--- config.mk ---
export PLATFORM = sky130hd
export DESIGN_NAME = hazard_respawn_ctrl
export DESIGN_NICKNAME = d
export VERILOG_FILES = /design/src/rtl/hazard_respawn_ctrl_pkg.sv /design/src/rtl/hazard_respawn_ctrl_frame_timer.sv /design/src/rtl/hazard_respawn_ctrl.sv
export SDC_FILE = /design/constraint.sdc
export NUM_CORES = 1
export LEC_CHECK = 0
export ABC_AREA = 1
export CELL_PAD_IN_SITES_DETAIL_PLACEMENT = 1
export CELL_PAD_IN_SITES_GLOBAL_PLACEMENT = 1
export CORE_AREA = 3 3 72 74
export DETAILED_ROUTE_END_ITERATION = 8
export DIE_AREA = 0 0 75 77
export HOLD_SLACK_MARGIN = 0.05
export PLACE_DENSITY = 0.78
export SLEW_MARGIN = 20
export SYNTH_ARGS = -nofsm -noshare
export SYNTH_HDL_FRONTEND = slang
export SYNTH_HIERARCHICAL = 1
export SYNTH_SLANG_ARGS = --single-unit
--- constraint.sdc ---
create_clock -name clk -period 2.2 [get_ports clk]
set_clock_uncertainty 0.1 [all_clocks]
set_input_delay 0.22 -clock clk [delete_from_list [all_inputs] [get_ports clk]]
set_output_delay 0.22 -clock clk [all_outputs]
set_load 0.02 [all_outputs]
--- src/rtl/hazard_respawn_ctrl_pkg.sv ---
// Shared types and constants for the hazard / respawn sequence and its users.
package hazard_respawn_ctrl_pkg;

  typedef enum logic [2:0] {
    StAlive,
    StFreeze,
    StRespawn,
    StInvuln,
    StOver
  } hr_state_e;

  localparam int unsigned X_W = 10;
  localparam int unsigned Y_W = 9;

  // Level code and player logic both read these so the spawn point agrees everywhere.
  localparam logic [X_W-1:0] SPAWN_X_DEF = 10'd40;
  localparam logic [Y_W-1:0] SPAWN_Y_DEF = 9'd400;

endpackage

--- src/rtl/hazard_respawn_ctrl_frame_timer.sv ---
// Frame-paced counter: counts frame_tick pulses, pulses done on the tick that reaches term.
module frame_timer #(
  parameter int unsigned CW = 7
) (
  input  logic          clk,
  input  logic          reset,
  input  logic          clear,
  input  logic          frame_tick,
  input  logic [CW-1:0] term,
  output logic          done,
  output logic [CW-1:0] count
);

  always_comb begin
    done = frame_tick && !clear && (count == term - CW'(1));
  end

  // Restarting on done keeps the count from ever wrapping.
  always_ff @(posedge clk) begin
    if (reset || clear || done) begin
      count <= '0;
    end else if (frame_tick) begin
      count <= count + CW'(1);
    end
  end

endmodule

--- src/rtl/hazard_respawn_ctrl.sv ---
// Player hit / freeze / respawn / invulnerability sequencer; owns lives and game-over.
module hazard_respawn_ctrl
  import hazard_respawn_ctrl_pkg::*;
#(
  parameter int unsigned    N_HAZ         = 4,
  parameter int unsigned    LIVES         = 3,
  parameter int unsigned    FREEZE_FRAMES = 60,
  parameter int unsigned    INVULN_FRAMES = 90,
  parameter int unsigned    BLINK_SHIFT   = 3,
  parameter logic [X_W-1:0] SPAWN_X       = SPAWN_X_DEF,
  parameter logic [Y_W-1:0] SPAWN_Y       = SPAWN_Y_DEF
) (
  input  logic                       clk,
  input  logic                       reset,
  input  logic                       frame_tick,
  input  logic [N_HAZ-1:0]           touched,
  output logic                       freeze,
  output logic                       sprite_on,
  output logic                       det_clear,
  output logic                       respawn,
  output logic [X_W-1:0]             spawn_x,
  output logic [Y_W-1:0]             spawn_y,
  output logic [2:0]                 lives,
  output logic                       game_over,
  output logic [$clog2(N_HAZ)-1:0]   hit_src
);

  localparam int unsigned MAX_FRAMES =
      (FREEZE_FRAMES > INVULN_FRAMES) ? FREEZE_FRAMES : INVULN_FRAMES;
  localparam int unsigned CW = $clog2(MAX_FRAMES + 1);

  hr_state_e               state;
  logic                    timer_clear;
  logic                    timer_done;
  logic [CW-1:0]           timer_term;
  logic [CW-1:0]           cnt;
  logic [$clog2(N_HAZ)-1:0] hit_idx;

  assign spawn_x = SPAWN_X;
  assign spawn_y = SPAWN_Y;

  // Timer only runs while a timed state is active, so ticks elsewhere are discarded.
  always_comb begin
    timer_clear = !((state == StFreeze) || (state == StInvuln));
    timer_term  = (state == StInvuln) ? CW'(INVULN_FRAMES) : CW'(FREEZE_FRAMES);
  end

  always_comb begin
    hit_idx = '0;
    for (int i = N_HAZ - 1; i >= 0; i--) begin
      if (touched[i]) begin
        hit_idx = ($clog2(N_HAZ))'(i);
      end
    end
  end

  frame_timer #(
    .CW(CW)
  ) u_frame_timer (
    .clk        (clk),
    .reset      (reset),
    .clear      (timer_clear),
    .frame_tick (frame_tick),
    .term       (timer_term),
    .done       (timer_done),
    .count      (cnt)
  );

  always_ff @(posedge clk) begin
    if (reset) begin
      state     <= StAlive;
      lives     <= 3'(LIVES);
      hit_src   <= '0;
      freeze    <= 1'b0;
      sprite_on <= 1'b1;
      det_clear <= 1'b0;
      respawn   <= 1'b0;
      game_over <= 1'b0;
    end else begin
      respawn <= 1'b0;
      unique case (state)
        StAlive: begin
          if (|touched) begin
            state   <= StFreeze;
            hit_src <= hit_idx;
            lives   <= (lives == 3'd0) ? 3'd0 : lives - 3'd1;
            freeze  <= 1'b1;
          end
        end
        StFreeze: begin
          if (timer_done) begin
            if (lives == 3'd0) begin
              state     <= StOver;
              sprite_on <= 1'b0;
              game_over <= 1'b1;
            end else begin
              state     <= StRespawn;
              det_clear <= 1'b1;
              respawn   <= 1'b1;
            end
          end
        end
        StRespawn: begin
          state     <= StInvuln;
          freeze    <= 1'b0;
          sprite_on <= 1'b1;
        end
        StInvuln: begin
          if (timer_done) begin
            state     <= StAlive;
            sprite_on <= 1'b1;
            det_clear <= 1'b0;
          end else begin
            sprite_on <= ~cnt[BLINK_SHIFT];
          end
        end
        StOver: begin
        end
        default: begin
          state <= StAlive;
        end
      endcase
    end
  end

endmodule
# Word-level counts from Yosys, hierarchy flattened
# Cells that the tools add are included.
[totals]
reg_bits = 20
in_bits = 7
output_inout_bits = 29
wordCells = 67
[op_classes]
n_addsub = 3
n_eq_ne = 10
mux = 22
bitwise = 4
n_reduce_logical = 19
[op_table]
columns = ["operator", "n"]
rows = [
  ["$mux W3", 5],
  ["$pmux W3 S5", 1],
  ["$mux W1", 8],
  ["$mux W2", 4],
  ["$reduce_and A4 Y1", 2],
  ["$add A7 B1 Y7 const B", 1],
  ["$eq A7 B7 Y1", 1],
  ["$mux W7", 1],
  ["$sub A7 B1 Y7 const B", 1],
  ["$eq A3 B2 Y1 const B", 2],
  ["$logic_not A3 Y1", 2],
  ["$ne A2 B1 Y1 const B", 3],
  ["$reduce_and A3 Y1", 2],
  ["$ne A2 B2 Y1 const B", 2],
  ["$not A1 Y1", 4],
  ["$pmux W1 S2", 2],
  ["$reduce_and A2 Y1", 2],
  ["$reduce_bool A2 Y1", 2],
  ["$reduce_or A4 Y1", 1],
  ["$eq A3 B1 Y1 const B", 1],
  ["$eq A3 B3 Y1 const B", 1],
  ["$logic_or A1 B1 Y1", 3],
  ["$pmux W1 S3", 1],
  ["$reduce_bool A3 Y1", 1],
  ["other kinds (4)", 5],
]

# Longest topological paths before layout
# Gate-level depths: netlist (run 1).
[depth]
depth_word = 7
depth_mapped = 22

# By module
# The synthesis (run 1) kept the hierarchy.
[modules_own_cells]
columns = ["module", "n_inst", "cells_each", "area_each_um2"]
rows = [
  ["hazard_respawn_ctrl", 1, 108, 783.3],
  ["frame_timer", 1, 102, 595.6],
]

# Worst setup path after synthesis (run 1)
# No wires, ideal clock.
[synth_path]
kind = "register to register"
from = "register state[1]"
to = "register state[1]"
setup_ns = 0.113
arrival_time_ns = 2.069
t_required_ns = 1.987
slack_ns = -0.082
path_stages_with_launch = 21
n_path_buf = 0
path_cell_list = "dfxtp_1 inv_2 nor2_1 nand2_1 inv_1 inv_1 ha_1 nand2_1 nand2_1 nand2_1 nand2_1 inv_1 nand2_1 nor2_2 nand2_2 inv_1 inv_1 nand2_1 nand2_1 nor2_1 nor2_1"
[synth_between]
elab_chain_cells = 7
elab_cells_between_ends = 17
[synth_rtl]
columns = ["item", "line", "text"]
rows = [
  ["start: declaration", "hazard_respawn_ctrl.sv:32", "hr_state_e state;"],
  ["start signal: assignment", "hazard_respawn_ctrl.sv:71", "state <= StAlive;"],
  ["start signal: assignment", "hazard_respawn_ctrl.sv:84", "state <= StFreeze;"],
  ["start signal: assignment", "hazard_respawn_ctrl.sv:93", "state <= StOver;"],
  ["$eq A3 B2 Y1 (*)", "hazard_respawn_ctrl.sv:45", "timer_term = (state == StInvuln) ? CW'(INVULN_FRAMES) : CW'(FREEZE_FRAMES);"],
  ["$mux W7 (*)", "hazard_respawn_ctrl.sv:45", ""],
  ["via timer_term[2]", "hazard_respawn_ctrl.sv:35", "logic [CW-1:0] timer_term;"],
  ["$sub A7 B1 Y7 (*)", "hazard_respawn_ctrl_frame_timer.sv:15", "done = frame_tick && !clear && (count == term - CW'(1));"],
  ["$eq A7 B7 Y1 (*)", "hazard_respawn_ctrl_frame_timer.sv:15", ""],
  ["$logic_and A1 B1 Y1 (*)", "hazard_respawn_ctrl_frame_timer.sv:15", ""],
  ["via timer_done", "hazard_respawn_ctrl.sv:34", "logic timer_done;"],
  ["$ne A2 B1 Y1 (no line)", "n/a", ""],
  ["$reduce_and A4 Y1 (no line) (*)", "n/a", ""],
]
# The timed path passes the listed nets; every way through them passes the cells marked *.
# A chain may end at the register's enable or synchronous reset.

# Worst setup path after layout (run 1)
[layout_path]
from = "register state[1]"
to = "register sprite_on"
[layout_between]
elab_chain_cells = 7
elab_cells_between_ends = 15
[layout_rtl]
columns = ["item", "line", "text"]
rows = [
  ["$eq A3 B2 Y1 (*)", "hazard_respawn_ctrl.sv:45", ""],
  ["$mux W7 (*)", "hazard_respawn_ctrl.sv:45", ""],
  ["via timer_term[2]", "hazard_respawn_ctrl.sv:35", ""],
  ["$sub A7 B1 Y7 (*)", "hazard_respawn_ctrl_frame_timer.sv:15", ""],
  ["$eq A7 B7 Y1 (*)", "hazard_respawn_ctrl_frame_timer.sv:15", ""],
  ["$logic_and A1 B1 Y1 (*)", "hazard_respawn_ctrl_frame_timer.sv:15", ""],
  ["via timer_done", "hazard_respawn_ctrl.sv:34", ""],
  ["$mux W1 / $ne A2 B1 Y1 (equally long branches)", "n/a", ""],
  ["$pmux W1 S3 / $reduce_and A3 Y1 (equally long branches)", "n/a", ""],
  ["end signal: assignment", "hazard_respawn_ctrl.sv:114", "sprite_on <= ~cnt[BLINK_SHIFT];"],
  ["end: declaration", "hazard_respawn_ctrl.sv:18", "output logic sprite_on,"],
]
# Marked as above.

==> results.md, run 1 <==
* Post-Synthesis Cells at 210
* Layout cells sized above 1 at 21.0%
* Commonest cells after routing, fill and taps aside: nand2_1 (45), conb_1 (31), inv_1 (23)
* Grt ovf at 0
* Largest stage delay, worst path at 0.34 ns
* Area post-placement at 0.00162 sq mm
* Vias in the first global route at 1271
* CTS clk-pin slew, worst paths at 0.08 ns
* Sequential share of the synthesized area at 29.0%
* Finished Layout Cells at 302
* Final WL at 3290 microns
* Top cells by area, synth: dfxtp_1 (29%), nand2_1 (14%), buf_4 (10%)
* TritonCTS buffer count at 3
* Core area at 0.00466 sq mm
* Req. time, crit path at 2.25 ns
* Crit-path cells: inv_2 -> nor2_4 -> nand2_2 -> inv_2 -> inv_2 -> ha_4 -> inv_2 -> nand2_2 -> nand2_1 -> nand2_1 -> nand2_1 -> inv_1 -> nand2_2 -> nor2_2 -> nand2_2 -> inv_2 -> inv_2 -> nand3_1 -> a21oi_2 -> o21ai_0
* Period utilization at 92.4%
* Netlist cell types at 25
* Yosys top cell area share at 29.0%
* Worst Setup SP: state[1]
* Yosys reg bits at 20
* Maximum clock rate at 492 MHz
* Die Span Y at 77 microns
* Max-cap violations at 0
* Pins Over Slew Limit at 0
* Area Growth Syn to Fin at 28.0%
* Die footprint at 0.00578 sq mm
* Vias/cell at 4.32
* Final ANT Viol Nets at 0
* Total track usage at 11.7%
* Met1 WL at 1500 microns
* Clk buf depth at 2
* Total number of yosys warnings at 6
* Worst vdd ir at 0.000289 V
* # port buffers at 16
* CP Launch Type: flip-flop
* Wire per inst at 10.9 microns
* Final min period at 2.03 ns
* Clock Tree Root: clkbuf_8
* DR top layer: met4
* Die Wd at 75 microns
* Power Total at 0.00118 W
* PD cells at 666 mW/mm^2
* Vias at 1305
* Hold path startpoint: game_over
* Yosys top cell by area: dfxtp_1
* CP most frequent cell: inv_2
* Worst-path fanout max at 4
* FF-to-FF setup slack at 0.17 ns
* Reg-to-reg startpoint: state[1]
* DRC violations left at 0
* Fin area at 0.00177 sq mm
* Post-synthesis average cell area at 6.57 sq um
* Worst-Skew Late Latency at 0.26 ns
* Number of nets in the final layout at 260
* CP max stage cell: dfxtp_2
* Commonest non-fill, non-tap cell in the layout: nand2_1
* Final hold violations at 0
* WP data arrival at 2.08 ns
* Fillcell total at 605
* Num Clock Sinks at 20
* Hold buffers post-CTS at 0
* Met2 wire len at 1650 microns
* CTS tree: done
* First-pass GRT wire length at 5400 microns
* DR pass1 iterations at 4
* WL met3 at 131 microns
* Std cell rows at 25
* Status: finished clean
* Gpl congestion at 0.750
* H-tree depth at 1
* Crit Path Category: flip-flop to flip-flop
* Post-DP HPWL at 2540 microns
* Largest net degree at the start of global routing at 13
* P_leak at 0.839 nW
* DR iter-0 viols at 37
* Hold Crit Class: flip-flop to flip-flop
* Final Setup Violations at 0
* CP endpoint kind: flip-flop
* Cell area after synthesis at 0.00138 sq mm
* Initial antenna violation count at 0
* # IOs at 36
* Ant diodes at 0
* Initial core utilization at 29.6%
* Post-placement cell count at 295
==> synth_stat cells, drive strengths merged <==
| master | n |
|---|---|
| nand2 | 54 |
| inv | 34 |
| nor2 | 31 |
| dfxtp | 20 |
| buf | 19 |
| nand3 | 16 |
| a21oi | 10 |
| o21ai | 6 |
| xor2 | 6 |
| ha | 4 |
| nor3 | 3 |
| conb | 2 |
| xnor2 | 2 |
| clkbuf | 1 |
| mux2i | 1 |
| o211ai | 1 |
==> path summary, 6_finish.rpt <==
path                                   to  cells after the start
worst max register to register  sprite_on                     20
worst min-delay path            game_over                      2
worst max-delay path            sprite_on                     20
worst min register to register  game_over                      2
==> where the power goes <==
part           total (W)  internal [W]  switching (W)  leakage [nW]
Combinational   0.000391      0.000153       0.000238         0.639
Sequential      0.000415      0.000392      0.0000229         0.164
Clock           0.000371      0.000243       0.000128        0.0357
==> cell families after synthesis <==
family                   after synthesis  share of synthesized area [%]
AND/OR/NAND/NOR                      104                           33.8
flip-flops                            20                           29.0
adder cells (fa/ha/maj)                4                           3.63
multiplexers                           1                          0.726
buffers and inverters                 54                           20.0
AO/OA/AOI/OAI                         17                           7.17
XOR/XNOR                               8                           5.08
other                                  2                          0.545
==> final cells by class <==
type | instances | area, sq um | share of cell area (%)
Clock buffer | 3 | 41.3 | 2.34
Clock inverter | 1 | 30.0 | 1.70
Multi-Input combinational cell | 165 | 868 | 49.2
Tap cell | 54 | 67.6 | 3.83
Inverter | 34 | 128 | 7.23
Sequential cell | 20 | 403 | 22.8
Timing Repair Buffer | 25 | 228 | 12.9
==> stage by stage <==
stage / worst slack (ns) / utilization, % / TNS [ns] / hold slack (ns)
finish: 0.167 / 37.9 / 0 / 0.352
global route: -0.0685 / 37.9 / -0.107 / 0.383
CTS: 0.00474 / 36.5 / 0 / 0.359
detailed placement: 0.00194 / 34.7 / 0 / 0.346
global placement: 0.0958 / 34.7 / 0 / 0.342
floorplan: 0.0152 / - / 0 / 0.287
==> metal layers <==
metal  track usage [%]  vias to the layer above
met2              19.5                       23
li1                  -                      665
met5                 0                        -
met1              15.4                      615
met3              1.18                        2
met4              3.74                        0
==> registers in the layout (all words and copies together) (netlist names) <==
register             flops
sprite_on                1
hit_src                  2
state                    3
game_over                1
lives                    3
u_frame_timer/count      7
freeze                   1
det_clear                1
respawn                  1
==> critical path, delay by kind of cell, from the launching register on <==
kind	cells	cell delay, ns
AO/OA/AOI/OAI	2	0.23
adder cells (fa/ha/maj)	1	0.18
buffers and inverters	7	0.40
flip-flops	1	0.34
AND/OR/NAND/NOR	10	0.66
==> timing repair <==
| action | 4_1_cts | 5_1_grt |
|---|---|---|
| pin swaps | 0 | 9 |
| resized for setup | 3 | 19 |
| setup buffers | 0 | 3 |
| setup endpoints to repair | 2 | 5 |
Power figures use the tool's default switching activity.
==> inputs of run 2 (changes only) <==
==> constraint.sdc (replaced) <==
create_clock -name clk -period 2.2 [get_ports clk]
set_clock_uncertainty 0.1 [all_clocks]
set_input_delay 0.33 -clock clk [delete_from_list [all_inputs] [get_ports clk]]
set_output_delay 0.33 -clock clk [all_outputs]
set_load 0.02 [all_outputs]
==> run 2 against run 1 <==
- worst setup slack got worse by 0.014 ns
- sequential cell count unchanged
- cell count increased by 0.66%
- clock-buffer cell count unchanged
- register-to-register slack about the same
- non-clock buffer count increased by 2
- sequential share of layout area decreased by 0.33 points
- critical endpoint unchanged
- critical path depth decreased by 2
- die area unchanged
- fmax decreased by 0.67%
==> results.md, run 2 (synthesized netlist as in run 1, its figures left out) <==
* CTS clk-pin slew, worst paths at 0.08 ns
* Die footprint at 0.00578 sq mm
* Sequential power share at 35.1%
* Final hold violations at 0
* Worst Setup SP: state[1]
* Worst-Skew Late Latency at 0.27 ns
* Area post-placement at 0.00163 sq mm
* Crit-path cells: inv_2 -> nor2_4 -> nand2_2 -> inv_2 -> inv_2 -> ha_4 -> nand2_4 -> nand2_2 -> nand2_2 -> nand2_1 -> inv_1 -> nand2_1 -> nor2_2 -> nand2_2 -> inv_2 -> inv_2 -> nor3_1 -> o21ai_0
* Worst-path fanout max at 4
* Die Span Y at 77 microns
* Pins Over Slew Limit at 0
* Final Setup Violations at 0
* Status: finished clean
* CP most frequent cell: inv_2
* Worst vdd ir at 0.000321 V
* Reg-to-reg startpoint: state[1]
* Req. time, crit path at 2.26 ns
* Grt ovf at 0
* Largest net degree at the start of global routing at 13
* Num Clock Sinks at 20
* Vias at 1278
* Final min period at 2.05 ns
* Largest stage delay, worst path at 0.34 ns
* Maximum clock rate at 489 MHz
* TritonCTS buffer count at 3
* Core area at 0.00466 sq mm
* Switching Power at 0.000393 W
* Part of the power in combinational logic at 32.7%
* DRC violations left at 0
* Hold path startpoint: det_clear
* Commonest cells after routing, fill and taps aside: nand2_1 (44), conb_1 (31), inv_1 (23)
* Setup_tns at 0 ns
* Top reg by flops: u_frame_timer/count
* # port buffers at 16
* Hold slack final at 0.354 ns
* Clk buf depth at 2
* Area Growth Syn to Fin at 29.5%
* First-pass GRT wire length at 5310 microns
* Clock network fraction of total power at 32.2%
* Sw Share at 33.2%
* Wire per inst at 10.3 microns
* Number of nets in the final layout at 262
* CP Launch Type: flip-flop
* Max-cap violations at 0
* Final ANT Viol Nets at 0
* CP endpoint kind: flip-flop
* CP max stage cell: dfxtp_2
* Initial core utilization at 29.6%
* Fin area at 0.00179 sq mm
* PnR worst setup slack at 0.154 ns
* DR iter-0 viols at 28
* Int Pwr at 0.000789 W
* CTS tree: done
* P_leak at 0.856 nW
* Die Wd at 75 microns
* Total track usage at 11.5%
* Hold Crit Class: flip-flop to flip-flop
* WP data arrival at 2.10 ns
* Layout cells sized above 1 at 21.6%
* Place WS at 0.0286 ns
* Period utilization at 93.0%
* # IOs at 36
* Regs by FF count: u_frame_timer/count x7, lives x3, state x3
* Ant diodes at 0
* Max reg flops at 7
* Gpl congestion at 0.749
* Crit Path Category: flip-flop to flip-flop
* Vias in the first global route at 1280
* Commonest non-fill, non-tap cell in the layout: nand2_1
* Std cell rows at 25
* Hold buffers post-CTS at 0
* Initial antenna violation count at 0
* PD cells at 662 mW/mm^2
* Clock Tree Root: clkbuf_8
* Vias/cell at 4.20
* Final Util at 38.3%
* H-tree depth at 1
* DR pass1 iterations at 3
* Final WL at 3120 microns
* Post-DP HPWL at 2420 microns
run 2: worst paths after layout:
check                   end  slack, ns  depth (start not counted)
setup reg to reg  sprite_on       0.15                         18
setup / recovery  sprite_on       0.15                         18
hold reg to reg   det_clear       0.35                          2
hold / removal    det_clear       0.35                          2
run 2: per-stage QoR:
stage	power, W	std cells
CTS	0.00116	300
floorplan	0.000679	239
global route	0.00126	304
detailed placement	0.000772	296
finish	0.00118	304
global placement	0.000764	296
run 2: what timing repair did:
action                     CTS  global route
hold endpoints to repair     0             0
setup buffers                0             4
gates resized for setup      3            19
setup endpoints to repair    2             5
pin swaps                    0             8
run 2: cell type report:
class | count | area, sq um
Multi-Input combinational cell | 165 | 875
Clock inverter | 1 | 30.0
Tap cell | 54 | 67.6
Inverter | 34 | 128
Fill cell | 608 | 2880
Sequential cell | 20 | 402
Clock buffer | 3 | 41.3
Timing Repair Buffer | 27 | 243
run 2: worst max-delay path, delay by kind of cell (launching register included):
family	cells	cell delay, ns
simple gates	10	0.88
flops	1	0.34
buf+inv	6	0.34
fa+ha+maj	1	0.17
compound gates	1	0.10
run 2: power groups by stage:
stage,Clock [W],Combinational (W),Sequential [W]
after floorplan,0,0.000230,0.000449
after global placement,0,0.000343,0.000421
after detailed placement,0,0.000349,0.000422
after CTS,0.000391,0.000357,0.000414
after global routing,0.000402,0.000435,0.000420
final,0.000380,0.000387,0.000414
run 2: routing by layer:
layer	up-vias	part of all wire, %	track usage (%)
li1	668	-	-
met1	583	46	14.6
met2	22	48	19.0
met3	5	3.4	1.57
met4	0	1.6	4.80
met5	-	0	0
